$ cat config.mk
export PLATFORM = sky130hd
export DESIGN_NAME = im_load_ctrl_flat
export DESIGN_NICKNAME = d
export VERILOG_FILES = /design/src/rtl/im_load_ctrl_if.sv /design/src/rtl/im_load_ctrl.sv /design/src/flat_wrapper.sv
export SDC_FILE = /design/constraint.sdc
export NUM_CORES = 1
export LEC_CHECK = 0
export BUFFER_PORTS_ARGS = -buffer_cell sky130_fd_sc_hd__buf_2
export CORE_MARGIN = 1.5
export CORE_UTILIZATION = 40
export DETAILED_ROUTE_END_ITERATION = 10
export PLACE_DENSITY = 0.92
export REMOVE_ABC_BUFFERS = 1
export SLEW_MARGIN = 25
export SYNTH_ARGS = -nofsm -noshare
export SYNTH_HDL_FRONTEND = slang
export SYNTH_SLANG_ARGS = --single-unit
$ cat constraint.sdc
create_clock -name clk -period 3.6 [get_ports clk]
set_input_delay 0.36 -clock clk [delete_from_list [all_inputs] [get_ports clk]]
set_output_delay 0.36 -clock clk [all_outputs]
set_load 0.1 [all_outputs]
$ cat src/rtl/im_load_ctrl_if.sv
// Fetch, loader-stream and instruction-memory port signals of the load controller.
// The slave modport is the controller side; master is the surrounding fabric.
interface im_load_ctrl_if #(
    parameter int unsigned ADDR_W = 8
);
    logic              ld_valid;
    logic [31:0]       ld_data;
    logic              ld_ready;
    logic [31:0]       fetch_pc;
    logic [31:0]       fetch_instr;
    logic [31:0]       im_rdata;
    logic [ADDR_W-1:0] im_addr;
    logic              im_we;
    logic [31:0]       im_wdata;

    modport master (
        output ld_valid, ld_data, fetch_pc, im_rdata,
        input  ld_ready, fetch_instr, im_addr, im_we, im_wdata
    );

    modport slave (
        input  ld_valid, ld_data, fetch_pc, im_rdata,
        output ld_ready, fetch_instr, im_addr, im_we, im_wdata
    );
endinterface

$ cat src/rtl/im_load_ctrl.sv
// Instruction-memory port sequencer: serves fetch reads in RUN, and on request drains
// the CPU, streams a program in, NOP-fills the remainder and pulses a CPU reset.
module im_load_ctrl #(
    parameter int unsigned DEPTH        = 256,
    parameter int unsigned ADDR_W       = 8,
    parameter int unsigned DRAIN_CYCLES = 3
) (
    input  logic              clk,
    input  logic              reset,
    input  logic              load_start,
    input  logic [ADDR_W:0]   load_len,
    output logic              cpu_stall,
    output logic              cpu_rst,
    output logic              busy,
    output logic              load_done,
    im_load_ctrl_if.slave     bus
);

    localparam int unsigned CNT_W = (DRAIN_CYCLES > 1) ? $clog2(DRAIN_CYCLES + 1) : 1;
    localparam int unsigned PTR_W = ADDR_W + 1;

    localparam logic [PTR_W-1:0] DEPTH_P   = PTR_W'(DEPTH);
    localparam logic [PTR_W-1:0] LAST_P    = PTR_W'(DEPTH - 1);
    localparam logic [PTR_W-1:0] ONE_P     = PTR_W'(1);
    localparam logic [CNT_W-1:0] DRAIN_INI = CNT_W'(DRAIN_CYCLES);
    localparam logic [CNT_W-1:0] CNT_ONE   = CNT_W'(1);

    typedef enum logic [2:0] {
        ST_RUN,
        ST_DRAIN,
        ST_LOAD,
        ST_FILL,
        ST_RELEASE
    } state_t;

    state_t           state, state_n;
    logic [PTR_W-1:0] wptr,  wptr_n;
    logic [PTR_W-1:0] len,   len_n;
    logic [CNT_W-1:0] cnt,   cnt_n;

    // State and sequencing registers
    always_ff @(posedge clk or posedge reset) begin
        if (reset) begin
            state <= ST_RUN;
            wptr  <= '0;
            len   <= '0;
            cnt   <= '0;
        end else begin
            state <= state_n;
            wptr  <= wptr_n;
            len   <= len_n;
            cnt   <= cnt_n;
        end
    end

    // Next state and port muxing; the stall is the default outside RUN
    always_comb begin
        state_n         = state;
        wptr_n          = wptr;
        len_n           = len;
        cnt_n           = cnt;
        cpu_stall       = 1'b1;
        cpu_rst         = 1'b0;
        busy            = 1'b1;
        load_done       = 1'b0;
        bus.ld_ready    = 1'b0;
        bus.im_we       = 1'b0;
        bus.im_wdata    = '0;
        bus.im_addr     = bus.fetch_pc[ADDR_W-1:0];
        bus.fetch_instr = '0;

        unique case (state)
            ST_RUN: begin
                cpu_stall = 1'b0;
                busy      = 1'b0;
                // Addresses beyond the memory read back as NOP
                if (bus.fetch_pc < 32'(DEPTH)) begin
                    bus.fetch_instr = bus.im_rdata;
                end
                if (load_start) begin
                    len_n   = (load_len > DEPTH_P) ? DEPTH_P : load_len;
                    wptr_n  = '0;
                    cnt_n   = DRAIN_INI;
                    state_n = ST_DRAIN;
                end
            end

            ST_DRAIN: begin
                cnt_n = cnt - CNT_ONE;
                if (cnt == CNT_ONE) begin
                    state_n = (len != '0) ? ST_LOAD : ST_FILL;
                end
            end

            ST_LOAD: begin
                bus.ld_ready = 1'b1;
                bus.im_addr  = wptr[ADDR_W-1:0];
                bus.im_wdata = bus.ld_data;
                bus.im_we    = bus.ld_valid;
                if (bus.ld_valid) begin
                    wptr_n = wptr + ONE_P;
                    if (wptr == len - ONE_P) begin
                        state_n = (len < DEPTH_P) ? ST_FILL : ST_RELEASE;
                    end
                end
            end

            ST_FILL: begin
                bus.im_we   = 1'b1;
                bus.im_addr = wptr[ADDR_W-1:0];
                wptr_n      = wptr + ONE_P;
                if (wptr == LAST_P) begin
                    state_n = ST_RELEASE;
                end
            end

            ST_RELEASE: begin
                cpu_rst   = 1'b1;
                load_done = 1'b1;
                state_n   = ST_RUN;
            end

            default: begin
                state_n = ST_RUN;
            end
        endcase
    end

endmodule

$ cat src/flat_wrapper.sv
// flat-port wrapper written by rule: the top's interface ports become plain ports
module im_load_ctrl_flat 
#(
    parameter int unsigned DEPTH        = 256,
    parameter int unsigned ADDR_W       = 8,
    parameter int unsigned DRAIN_CYCLES = 3
)
  (clk, reset, load_start, load_len, cpu_stall, cpu_rst, busy, load_done, bus_ld_valid, bus_ld_data, bus_fetch_pc, bus_im_rdata, bus_ld_ready, bus_fetch_instr, bus_im_addr, bus_im_we, bus_im_wdata);
  im_load_ctrl_if #(.ADDR_W(ADDR_W)) bus_i ();
  input  logic clk;
  input  logic reset;
  input  logic load_start;
  input  logic [ADDR_W:0] load_len;
  output logic cpu_stall;
  output logic cpu_rst;
  output logic busy;
  output logic load_done;
  input wire logic [$bits(bus_i.ld_valid)-1:0] bus_ld_valid;
  input wire logic [$bits(bus_i.ld_data)-1:0] bus_ld_data;
  input wire logic [$bits(bus_i.fetch_pc)-1:0] bus_fetch_pc;
  input wire logic [$bits(bus_i.im_rdata)-1:0] bus_im_rdata;
  output wire logic [$bits(bus_i.ld_ready)-1:0] bus_ld_ready;
  output wire logic [$bits(bus_i.fetch_instr)-1:0] bus_fetch_instr;
  output wire logic [$bits(bus_i.im_addr)-1:0] bus_im_addr;
  output wire logic [$bits(bus_i.im_we)-1:0] bus_im_we;
  output wire logic [$bits(bus_i.im_wdata)-1:0] bus_im_wdata;
  assign bus_i.ld_valid = bus_ld_valid;
  assign bus_i.ld_data = bus_ld_data;
  assign bus_i.fetch_pc = bus_fetch_pc;
  assign bus_i.im_rdata = bus_im_rdata;
  assign bus_ld_ready = bus_i.ld_ready;
  assign bus_fetch_instr = bus_i.fetch_instr;
  assign bus_im_addr = bus_i.im_addr;
  assign bus_im_we = bus_i.im_we;
  assign bus_im_wdata = bus_i.im_wdata;
  im_load_ctrl #(.DEPTH(DEPTH), .ADDR_W(ADDR_W), .DRAIN_CYCLES(DRAIN_CYCLES)) u_core (.clk(clk), .reset(reset), .load_start(load_start), .load_len(load_len), .cpu_stall(cpu_stall), .cpu_rst(cpu_rst), .busy(busy), .load_done(load_done), .bus(bus_i));
endmodule
# == Yosys cells after proc, flatten, opt, wreduce, memory -nomap -nowiden ==
# Index checks and enable logic that the tools add are counted.
# classes
n_reduce_logical,9
mux,22
order_cmp,3
eq_ne,12
add_sub_neg,3
# op_table
cell,n
32-bit 2-to-1 mux,3
32-bit by 9-bit < comparator with 1-bit output (second input constant),1
9-bit 2-to-1 mux,3
9-bit case mux with 3 select lines,1
3-bit 2-to-1 mux,6
3-bit case mux with 4 select lines,1
9-bit by 1-bit adder with 9-bit output (second input constant),1
9-bit by 8-bit equality test with 1-bit output (second input constant),1
9-bit equality test,1
9-bit greater-than comparator (second input constant),1
9-bit < comparator (second input constant),1
9-bit nonzero test,1
9-bit by 1-bit subtractor with 9-bit output (second input constant),1
8-bit 2-to-1 mux,1
3-bit by 2-bit equality test with 1-bit output (second input constant),2
2-bit by 1-bit inequality test with 1-bit output (second input constant),3
5-bit AND reduction,1
1-bit 2-to-1 mux,4
2-bit inequality test (second input constant),2
2-bit case mux with 2 select lines,1
2-bit AND reduction,2
3-bit by 1-bit equality test with 1-bit output (second input constant),1
3-bit equality test (second input constant),1
3-bit logical NOT,1
8 further kinds,8
# word_totals
inputBits,109
regBits,23
output_inout_bits,78
elab_cells,53

# == Longest topological paths before layout ==
# Gate-level depths: netlist of the first run.
# logic_depth
ltp_word,5
depth_mapped,11
mapped_depth_nobuf,10

# == Least setup slack after synthesis of the first run ==
# Ideal clock, no wire load.
# synth_timing
kind,register to output
from,register u_core.state[0]
to,output port load_done
t_required_ns,3.240
arrival_time_ns,3.471
path_buffers,2
stages_incl_launch_ff,4
setup_slack_ns,-0.231
cell_sequence,dfrtp_1 buf_1 nor3b_1 buf_4
# synth_via
elab_chain_len,2
# synth_rtl
item,line_no,source
from (decl),im_load_ctrl.sv:36,"state_t state, state_n;"
from (signal assigned),im_load_ctrl.sv:49,state <= state_n;
3-bit equality test,-,
1-bit 2-to-1 mux,-,
to (decl),flat_wrapper.sv:17,output logic load_done;
# Every way passes these cells.

# == Final worst setup path of the first run ==
# layout_timing
from,register u_core.state[0]
to,output port bus_fetch_instr[31]
# layout_via
elab_chain_len,2
# layout_rtl
item,line_no,source
3-bit logical NOT,im_load_ctrl.sv:72,unique case (state)
32-bit 2-to-1 mux,im_load_ctrl.sv:72,
to (decl),flat_wrapper.sv:23,output wire logic [$bits(bus_i.fetch_instr)-1:0] bus_fetch_instr;
# Every way passes these cells.

==> flow_summary.yaml, run 1 <==
sta:
  drv_slew: 0
  max_freq_mhz: 350
  rsz0062_at_grt: "false"
  tightestPinTransition_ns: 0.859
  setup_viol: 0
  clock_skew_ns: 0.00162
  hold-worst-slack_ns: 0.260
  maxSlewHeadroom_pct: 42.7
  period_share_pct: 79.3
  fin_setup_tns_ns: 0
  period_needed_ns: 2.85
  final_hold_viol_count: 0
  fin_ws_ns: 0.747
yosys:
  ys_ff_latch: 23
  ys.flop_type: "dfrtp_1"
  async_flop_share_pct: 100
  synth_edf_count: 0
  yosysSeqAreaShare_pct: 28.6
  yosysWarnings: 0
  synth_cells: 271
  synth_area_um2: 2020
  synth_cell_types: 39
  syn_avg_cell_area_um2: 7.44
drt:
  dr.pass1.iters: 5
  wl_per_cell_um: 14.8
  drt_wl_total_um: 7640
  final_antenna_net_count: 0
  dr_total_vias: 2480
  drcViolationCount: 0
  first_iter_violations: 204
  avgViaCountPerCell: 4.82
layout:
  antennaDiodeCount: 0
  layoutNonFillerInstCount: 515
  post-route-util_pct: 63.1
  drive_above_1_share_pct: 44.4
  final_nets: 562
  fillerInstances: 452
  syn_to_final_growth_pct: 49.9
worst_setup_path:
  worstPathArrival_ns: 2.49
  critPathRequiredTime_ns: 3.24
  path_max_fanout: 32
  startpoint_type: "flip-flop"
  cp-end-kind: "primary output"
  critPathKind: "reg -> out"
clocking:
  root_buffer: "clkbuf_8"
  numClockSinks: 23
  insertion_delay_ns: 0.26
  cts-buffers-inserted: 3
  hold_buffers: 0
  cts_tree: "done"
  cts_buffer_depth: 2
  cts_max_level: 1
  cts-resized-gates: 0
  path_clk_slew_ns: 0.08
  cts_setup_buffers: 0
pwr:
  leakage_nw: 1.71
  p_per_area_nw_per_um2: 863
  clkPwrFrac_pct: 6.2
  ir_drop_uv: 514
  power_frac_seq_pct: 18.1
  power_switching_share_pct: 68.2
  switchingPower_mw: 1.78
  comb_power_share_pct: 75.7
  internal_power_mw: 0.829
global_route:
  grt_max_degree: 33
  grt_usage_pct: 26.0
  grt_pass1_vias: 2104
  gr-total-overflow: 0
  grt_first_pass_wirelength_um: 10400
  antenna_found_initial: 1
die:
  dieArea_um2: 5470
  dieWidth_um: 74.0
  core_area_um2: 4790
  fp.dieH_um: 74.0
  io_pins: 187
  rows: 25
  start_util_pct: 42.1
place:
  portBuffers: 186
  dp_slack_ns: 1.05
  placedCellCount: 511
  dp_hpwl_um: 6580
  gp_congestion: 0.868
job:
  maxCapViolCount: 0
status:
  status: "finished clean"
worst_hold_path:
  hp-class: "in -> async"
kinds of logic after synthesis:
kind of cell               after synthesis  share of synthesized area (%)
buffers and inverters                   25                           5.34
muxes                                    1                           1.12
and+or+nand+nor                        175                           47.2
adders and majority gates                4                           2.48
AOI/OAI and AO/OA                       26                           7.95
xor gates and xnor gates                17                           7.39
DFF                                     23                           28.6
cells in the final DEF, fill, tap and decap left out, types with 5 or more instances in the layout:
master	count
and2_1	65
buf_2	186
nand2_1	48
nor2b_1	5
xnor2_1	9
nand3b_1	9
nand3_1	6
dfrtp_1	23
o21ai_0	9
inv_1	9
nor4_1	7
nor2_1	19
xor2_1	8
registers in the layout (all words and copies together) (netlist names):
| register | cells |
|---|---|
| u_core.wptr | 9 |
| u_core.len | 9 |
| u_core.state | 3 |
| u_core.cnt | 2 |
cell type report:
cell class / count / area [um^2] / area share, %
Clock inverter: 1 / 5.00 / 0.166
Inverter: 10 / 37.5 / 1.24
Clock buffer: 3 / 41.3 / 1.37
Multi-Input combinational cell: 223 / 1330 / 44.1
Sequential cell: 23 / 576 / 19.0
Tap cell: 67 / 83.8 / 2.77
Timing Repair Buffer: 188 / 946 / 31.3
cells in the mapped netlist, types with 5 or more instances:
library cell  instances  share of area [%]
and2_1               65                 20
clkbuf_1              9                1.7
nor2_1               19                3.5
nand2_1              48                8.9
o21ai_0               9                2.2
nor4_1                7                2.2
xor2_1                8                3.5
nand3b_1              9                3.4
dfrtp_1              23                 29
nor2b_1               5                1.6
xnor2_1               9                3.9
inv_1                 9                1.7
nand3_1               6                1.5
path summary, 6_finish.rpt:
path | startpoint | slack (ns) | to | cells past startpoint
worst max-delay path | u_core.state[0] | 0.75 | bus_fetch_instr[31] | 6
worst min-delay path | reset | 0.26 | u_core.len[3] | 2
worst max register to register | u_core.wptr[2] | 1.48 | u_core.state[1] | 9
worst min register to register | u_core.cnt[0] | 0.51 | u_core.cnt[0] | 1
max in group asynchronous | reset | 2.81 | u_core.state[2] | 2
min in group clk | load_len[7] | 0.33 | u_core.len[7] | 3
power by group through the flow:
stage	Clock (mW)	Combinational (mW)	Sequential [mW]
6_report	0.162	1.97	0.471
5_1_grt	0.174	2.08	0.487
4_1_cts	0.163	1.98	0.467
3_5_place_dp	0	1.98	0.472
3_3_place_gp	0	1.94	0.467
2_1_floorplan	0	1.67	0.441
layer usage:
metal | vias to the layer above | global-route usage (%) | share of wire (%) | routed length (um)
li1 | 1242 | - | - | -
met1 | 1078 | 39.7 | 45 | 3460
met2 | 146 | 34.8 | 40 | 3070
met3 | 12 | 8.67 | 13 | 1020
met4 | 2 | 5.97 | 1.1 | 82
met5 | - | 0 | 0.16 | 12
worst max-delay path, stage by stage (launching register included):
cell	delay [ns]
dfrtp_1	0.52
nor3_1	0.55
nand3_1	0.14
nor2_1	0.13
buf_4	0.24
and2_1	0.19
buf_2	0.44
per-stage QoR:
stage	area, um^2	power (mW)
floorplan	1950	2.11
global placement	2980	2.41
detailed placement	2980	2.45
CTS	3020	2.61
global route	3020	2.74
finish	3020	2.61
Power figures use the tool's default switching activity.
==> run 2, diff against run 1 <==
ABC_AREA = 1   (was unset)
CORE_UTILIZATION = 35   (was 40)
PLACE_DENSITY = 0.84   (was 0.92)
clock period = 2.6 ns   (was 3.6 ns; I/O delays follow)
==> run 2 against run 1 <==
Against the previous run:
- first-iteration DRC count fell by 36%
- sequential cell count did not move
- setup slack got worse by 0.32 ns
- clock power rose by 44%
- core utilization rose by 0.64 points
- clock skew rose by 0.0026 ns
- die area rose by 19%
- critical endpoint is now bus_fetch_instr[6]
- largest cell class is now non-clock buffers
==> flow_summary.yaml, run 2 <==
status:
  status: "finished clean"
clocking:
  insertion_delay_ns: 0.27
  numClockSinks: 23
  cts-buffers-inserted: 3
  hold_buffers: 0
  cts-resized-gates: 0
  root_buffer: "clkbuf_8"
  path_clk_slew_ns: 0.09
  cts_max_level: 1
  cts_setup_buffers: 0
  cts_buffer_depth: 2
  cts_tree: "done"
pwr:
  comb_power_share_pct: 78.2
  power_switching_share_pct: 67.5
  power_frac_seq_pct: 15.7
  internal_power_mw: 1.24
  leakage_nw: 2.12
  clkPwrFrac_pct: 6.1
  p_per_area_nw_per_um2: 1020
  ir_drop_uv: 1170
  switchingPower_mw: 2.58
worst_setup_path:
  cp-end-kind: "primary output"
  r2r-start: "u_core.len[0]"
  crit_start: "u_core.state[0]"
  startpoint_type: "flip-flop"
  worstPathArrival_ns: 1.91
  path_max_fanout: 32
  critPathKind: "reg -> out"
  critPathRequiredTime_ns: 2.34
drt:
  drcViolationCount: 0
  first_iter_violations: 130
  wl_per_cell_um: 13.0
  avgViaCountPerCell: 4.83
  dr.pass1.iters: 5
  final_antenna_net_count: 0
  dr_total_vias: 3034
  drt_wl_total_um: 8140
sta:
  period_needed_ns: 2.17
  maxSlewHeadroom_pct: 39.0
  setup_viol: 0
  period_share_pct: 83.6
  hold-worst-slack_ns: 0.175
  final_hold_viol_count: 0
  fin_ws_ns: 0.427
  clock_skew_ns: 0.00427
  drv_slew: 0
  tightestPinTransition_ns: 0.914
  rsz0062_at_grt: "false"
  max_freq_mhz: 460
yosys:
  yosys-top-cells-count: "nand2_1 (90), nor2_1 (89), inv_1 (67)"
  synthTopCellsByArea: "dfrtp_1 (27%), nand2_1 (16%), nor2_1 (16%)"
  synth_edf_count: 0
  yosysWarnings: 0
  ys.flop_type: "dfrtp_1"
  synth_cell_types: 28
  synth_cells: 373
  yosysSeqAreaShare_pct: 27.2
  synth_top_area_share_pct: 27.2
  yosysMostFrequentCell: "nand2_1"
  ys_ff_latch: 23
  syn_avg_cell_area_um2: 5.68
  async_flop_share_pct: 100
  yosys.area.top_type: "dfrtp_1"
  synth_area_um2: 2120
place:
  dp_hpwl_um: 6560
  portBuffers: 186
  dp_slack_ns: 0.585
  gp_congestion: 0.941
global_route:
  gr-total-overflow: 0
  antenna_found_initial: 0
  grt_pass1_vias: 2655
  grt_first_pass_wirelength_um: 12200
  grt_usage_pct: 23.8
  grt_max_degree: 37
layout:
  drive_above_1_share_pct: 36.0
  final_cell_mix: "buf_2 (146), nand2_1 (90), nor2_1 (89), inv_1 (67), buf_12 (40)"
  antennaDiodeCount: 0
  final_common_cell: "buf_2"
  reg_top3: "u_core.len x9, u_core.wptr x9, u_core.state x3"
  final_nets: 667
  post-route-util_pct: 63.8
  syn_to_final_growth_pct: 77.2
die:
  core_area_um2: 5890
  dieWidth_um: 80.8
  dieArea_um2: 6530
  start_util_pct: 36.0
  fp.dieH_um: 80.8
  rows: 28
  io_pins: 187
job:
  maxCapViolCount: 0
worst_hold_path:
  hp-class: "in -> async"
==> run 2: final cells by class <==
| class | instances | area, um^2 |
|---|---|---|
| flip-flops and latches | 23 | 576 |
| multi-input cells | 270 | 1230 |
| clock buffers | 4 | 45.0 |
| well taps | 75 | 93.8 |
| repair buffers | 189 | 1550 |
| fillers | 513 | 2130 |
| inverters | 67 | 251 |
==> run 2: logic make-up (layout without fill, tap and decap cells) <==
logic type / count (synthesis) / after routing / share of synthesized area [%]
AND/OR/NAND/NOR: 222 / 222 / 43.9
adder cells (fa/ha/maj): 4 / 4 / 2.36
flip-flops: 23 / 23 / 27.2
buffers and inverters: 80 / 260 / 14.6
AO/OA/AOI/OAI: 39 / 39 / 9.86
XOR/XNOR: 5 / 5 / 2.07
==> run 2: metal layers <==
layer  share of wire (%)  track usage, %
met2                  49            41.3
met1                  38            29.2
met4                 2.6            8.97
met3                  10            4.49
met5                   0               0
==> run 2: worst paths after layout <==
path                            slack, ns                  to  cells after the start
worst min register to register       0.51       u_core.cnt[0]                      1
worst max-delay path                 0.43  bus_fetch_instr[6]                      5
worst min-delay path                 0.18       u_core.len[7]                      2
min in group clk                     0.24       u_core.len[4]                      3
worst max register to register       0.71     u_core.state[1]                     14
max in group asynchronous            1.87      u_core.wptr[3]                      2
==> run 2: critical path, stage by stage, from the launching register on <==
cell     delay [ns]
dfrtp_1        0.48
nor3_4         0.27
buf_4          0.33
nand2_1        0.12
nor2_1         0.22
buf_12         0.21
==> run 2: power by group through the flow <==
| stage | Combinational [mW] | Clock (mW) | Sequential [mW] |
|---|---|---|---|
| finish | 2.98 | 0.233 | 0.601 |
| global route | 3.21 | 0.243 | 0.618 |
| CTS | 2.97 | 0.232 | 0.595 |
| detailed placement | 2.94 | 0 | 0.601 |
| global placement | 2.89 | 0 | 0.594 |
| floorplan | 2.33 | 0 | 0.568 |
==> run 2: stage by stage <==
step	cells	TNS, ns	area [um^2]	power (mW)
finish	628	0	3750	3.82
global route	628	0	3750	4.07
CTS	628	0	3750	3.80
detailed placement	624	0	3710	3.54
global placement	624	0	3710	3.48
floorplan	360	-27.70	2060	2.90
==> run 3, diff against run 2 <==
CORE_UTILIZATION = 38   (was 35)
PLACE_DENSITY = 0.87   (was 0.84)
clock period = 2 ns   (was 2.6 ns; I/O delays follow)
==> run 3 against run 2 <==
Against the previous run:
- global-route usage up 4.3 points
- die area down 7.6%
- register-to-register slack worse by 0.60 ns
- critical path type unchanged
- clock power up 33%
- via count up 5.2%
- total power up 54%
- core utilization up 18 points
- critical path depth up 1
==> flow_summary.yaml, run 3 (synthesized netlist as in run 2, its figures left out) <==
pwr:
  ir_drop_uv: 1720
  p_per_area_nw_per_um2: 1330
  leakage_nw: 2.25
  power_mw: 5.90
drt:
  drcViolationCount: 0
  dr_total_vias: 3193
  final_antenna_net_count: 0
  dr.pass1.iters: 5
  wl_per_cell_um: 14.6
  drt_wl_total_um: 9220
  first_iter_violations: 189
  avgViaCountPerCell: 5.06
clocking:
  numClockSinks: 23
  insertion_delay_ns: 0.28
  cts_tree: "done"
  cts_max_level: 1
  path_clk_slew_ns: 0.09
  cts_buffer_depth: 2
  cts-buffers-inserted: 3
  root_buffer: "clkbuf_8"
worst_setup_path:
  cp-end-kind: "primary output"
  worstPathArrival_ns: 1.78
  critPathRequiredTime_ns: 1.80
  path_max_fanout: 35
  critPathKind: "reg -> out"
  startpoint_type: "flip-flop"
place:
  dp_hpwl_um: 7220
  portBuffers: 186
  dp_slack_ns: 0.195
  gp_congestion: 0.935
sta:
  clock_skew_ns: 0.00737
  period_needed_ns: 1.98
  tightestPinTransition_ns: 0.492
  fin_ws_ns: 0.0207
  drv_slew: 0
  final_hold_viol_count: 0
  max_freq_mhz: 505
  period_share_pct: 99.0
  maxSlewHeadroom_pct: 67.4
  setup_viol: 0
layout:
  final_nets: 673
  drive_above_1_share_pct: 44.0
  final_cell_mix: "buf_2 (112), nand2_1 (90), buf_12 (75), inv_1 (64), nor2_1 (56)"
  reg_top3: "u_core.len x9, u_core.wptr x9, u_core.state x3"
  antennaDiodeCount: 0
  final_common_cell: "buf_2"
  syn_to_final_growth_pct: 110
die:
  start_util_pct: 38.9
  io_pins: 187
  fp.dieH_um: 77.7
  core_area_um2: 5440
  dieWidth_um: 77.7
  dieArea_um2: 6030
  rows: 27
status:
  status: "finished clean"
global_route:
  antenna_found_initial: 0
  grt_first_pass_wirelength_um: 13600
  gr-total-overflow: 0
  grt_pass1_vias: 2977
  grt_max_degree: 36
  grt_usage_pct: 28.1
worst_hold_path:
  hp-class: "in -> reg"
job:
  maxCapViolCount: 0
run 3: routing by layer:
layer  routed length (um)  track usage (%)  vias up
met2                 4930             51.8      204
met3                  776             5.18       25
li1                     -                -     1514
met4                  231             10.7        0
met1                 3280             31.6     1450
met5                    0                0        -
run 3: path summary, 6_finish.rpt:
| check | startpoint | to | slack [ns] | cells past startpoint |
|---|---|---|---|---|
| setup / recovery | u_core.state[1] | bus_im_wdata[23] | 0.02 | 6 |
| hold reg to reg | u_core.cnt[0] | u_core.cnt[0] | 0.52 | 1 |
| max in group asynchronous | reset | u_core.state[1] | 1.24 | 4 |
| min in group asynchronous | reset | u_core.wptr[0] | 0.50 | 4 |
| setup reg to reg | u_core.len[0] | u_core.state[1] | 0.11 | 13 |
| hold / removal | load_len[1] | u_core.len[1] | 0.15 | 3 |
run 3: what timing repair did:
item | in CTS | in global routing
gates cloned | 0 | 1
hold buffers | 1 | 0
buffers inserted | 0 | 3
pin swaps | 1 | 3
endpoints found under the setup margin | 14 | 62
resized for setup | 4 | 55
hold endpoints to repair | 23 | 0
run 3: power by group:
group / switching [mW] / leakage (nW) / internal, mW
Clock: 0.167 / 0.0228 / 0.143
Sequential: 0.179 / 0.298 / 0.615
Combinational: 3.32 / 1.93 / 1.47
run 3: worst max-delay path: stages, from the launching register on:
cell     delay [ns]
dfrtp_2        0.44
inv_2          0.08
nor2_4         0.20
nand2_1        0.16
buf_12         0.22
nor2_2         0.19
buf_12         0.20
run 3: cell type report:
type | instances | area [um^2]
Sequential cell | 23 | 578
Fill cell | 346 | 990
Timing Repair Buffer | 194 | 2120
Clock buffer | 4 | 45.0
Inverter | 67 | 259
Timing Repair inverter | 1 | 7.51
Multi-Input combinational cell | 270 | 1350
Tap cell | 72 | 90.1
run 3: per-stage QoR:
| stage | TNS (ns) | hold WS [ns] | cells | cell area, um^2 | util [%] |
|---|---|---|---|---|---|
| 6_report | 0 | 0.146 | 631 | 4450 | 81.8 |
| 5_1_grt | -0.0908 | 0.178 | 631 | 4450 | 81.8 |
| 4_1_cts | -0.125 | 0.158 | 627 | 4280 | 78.7 |
| 3_3_place_gp | 0 | 0.249 | 622 | 4220 | 77.6 |
| 2_1_floorplan | -67.82 | 0.202 | 360 | 2060 | - |
| 3_5_place_dp | 0 | 0.265 | 622 | 4220 | 77.6 |
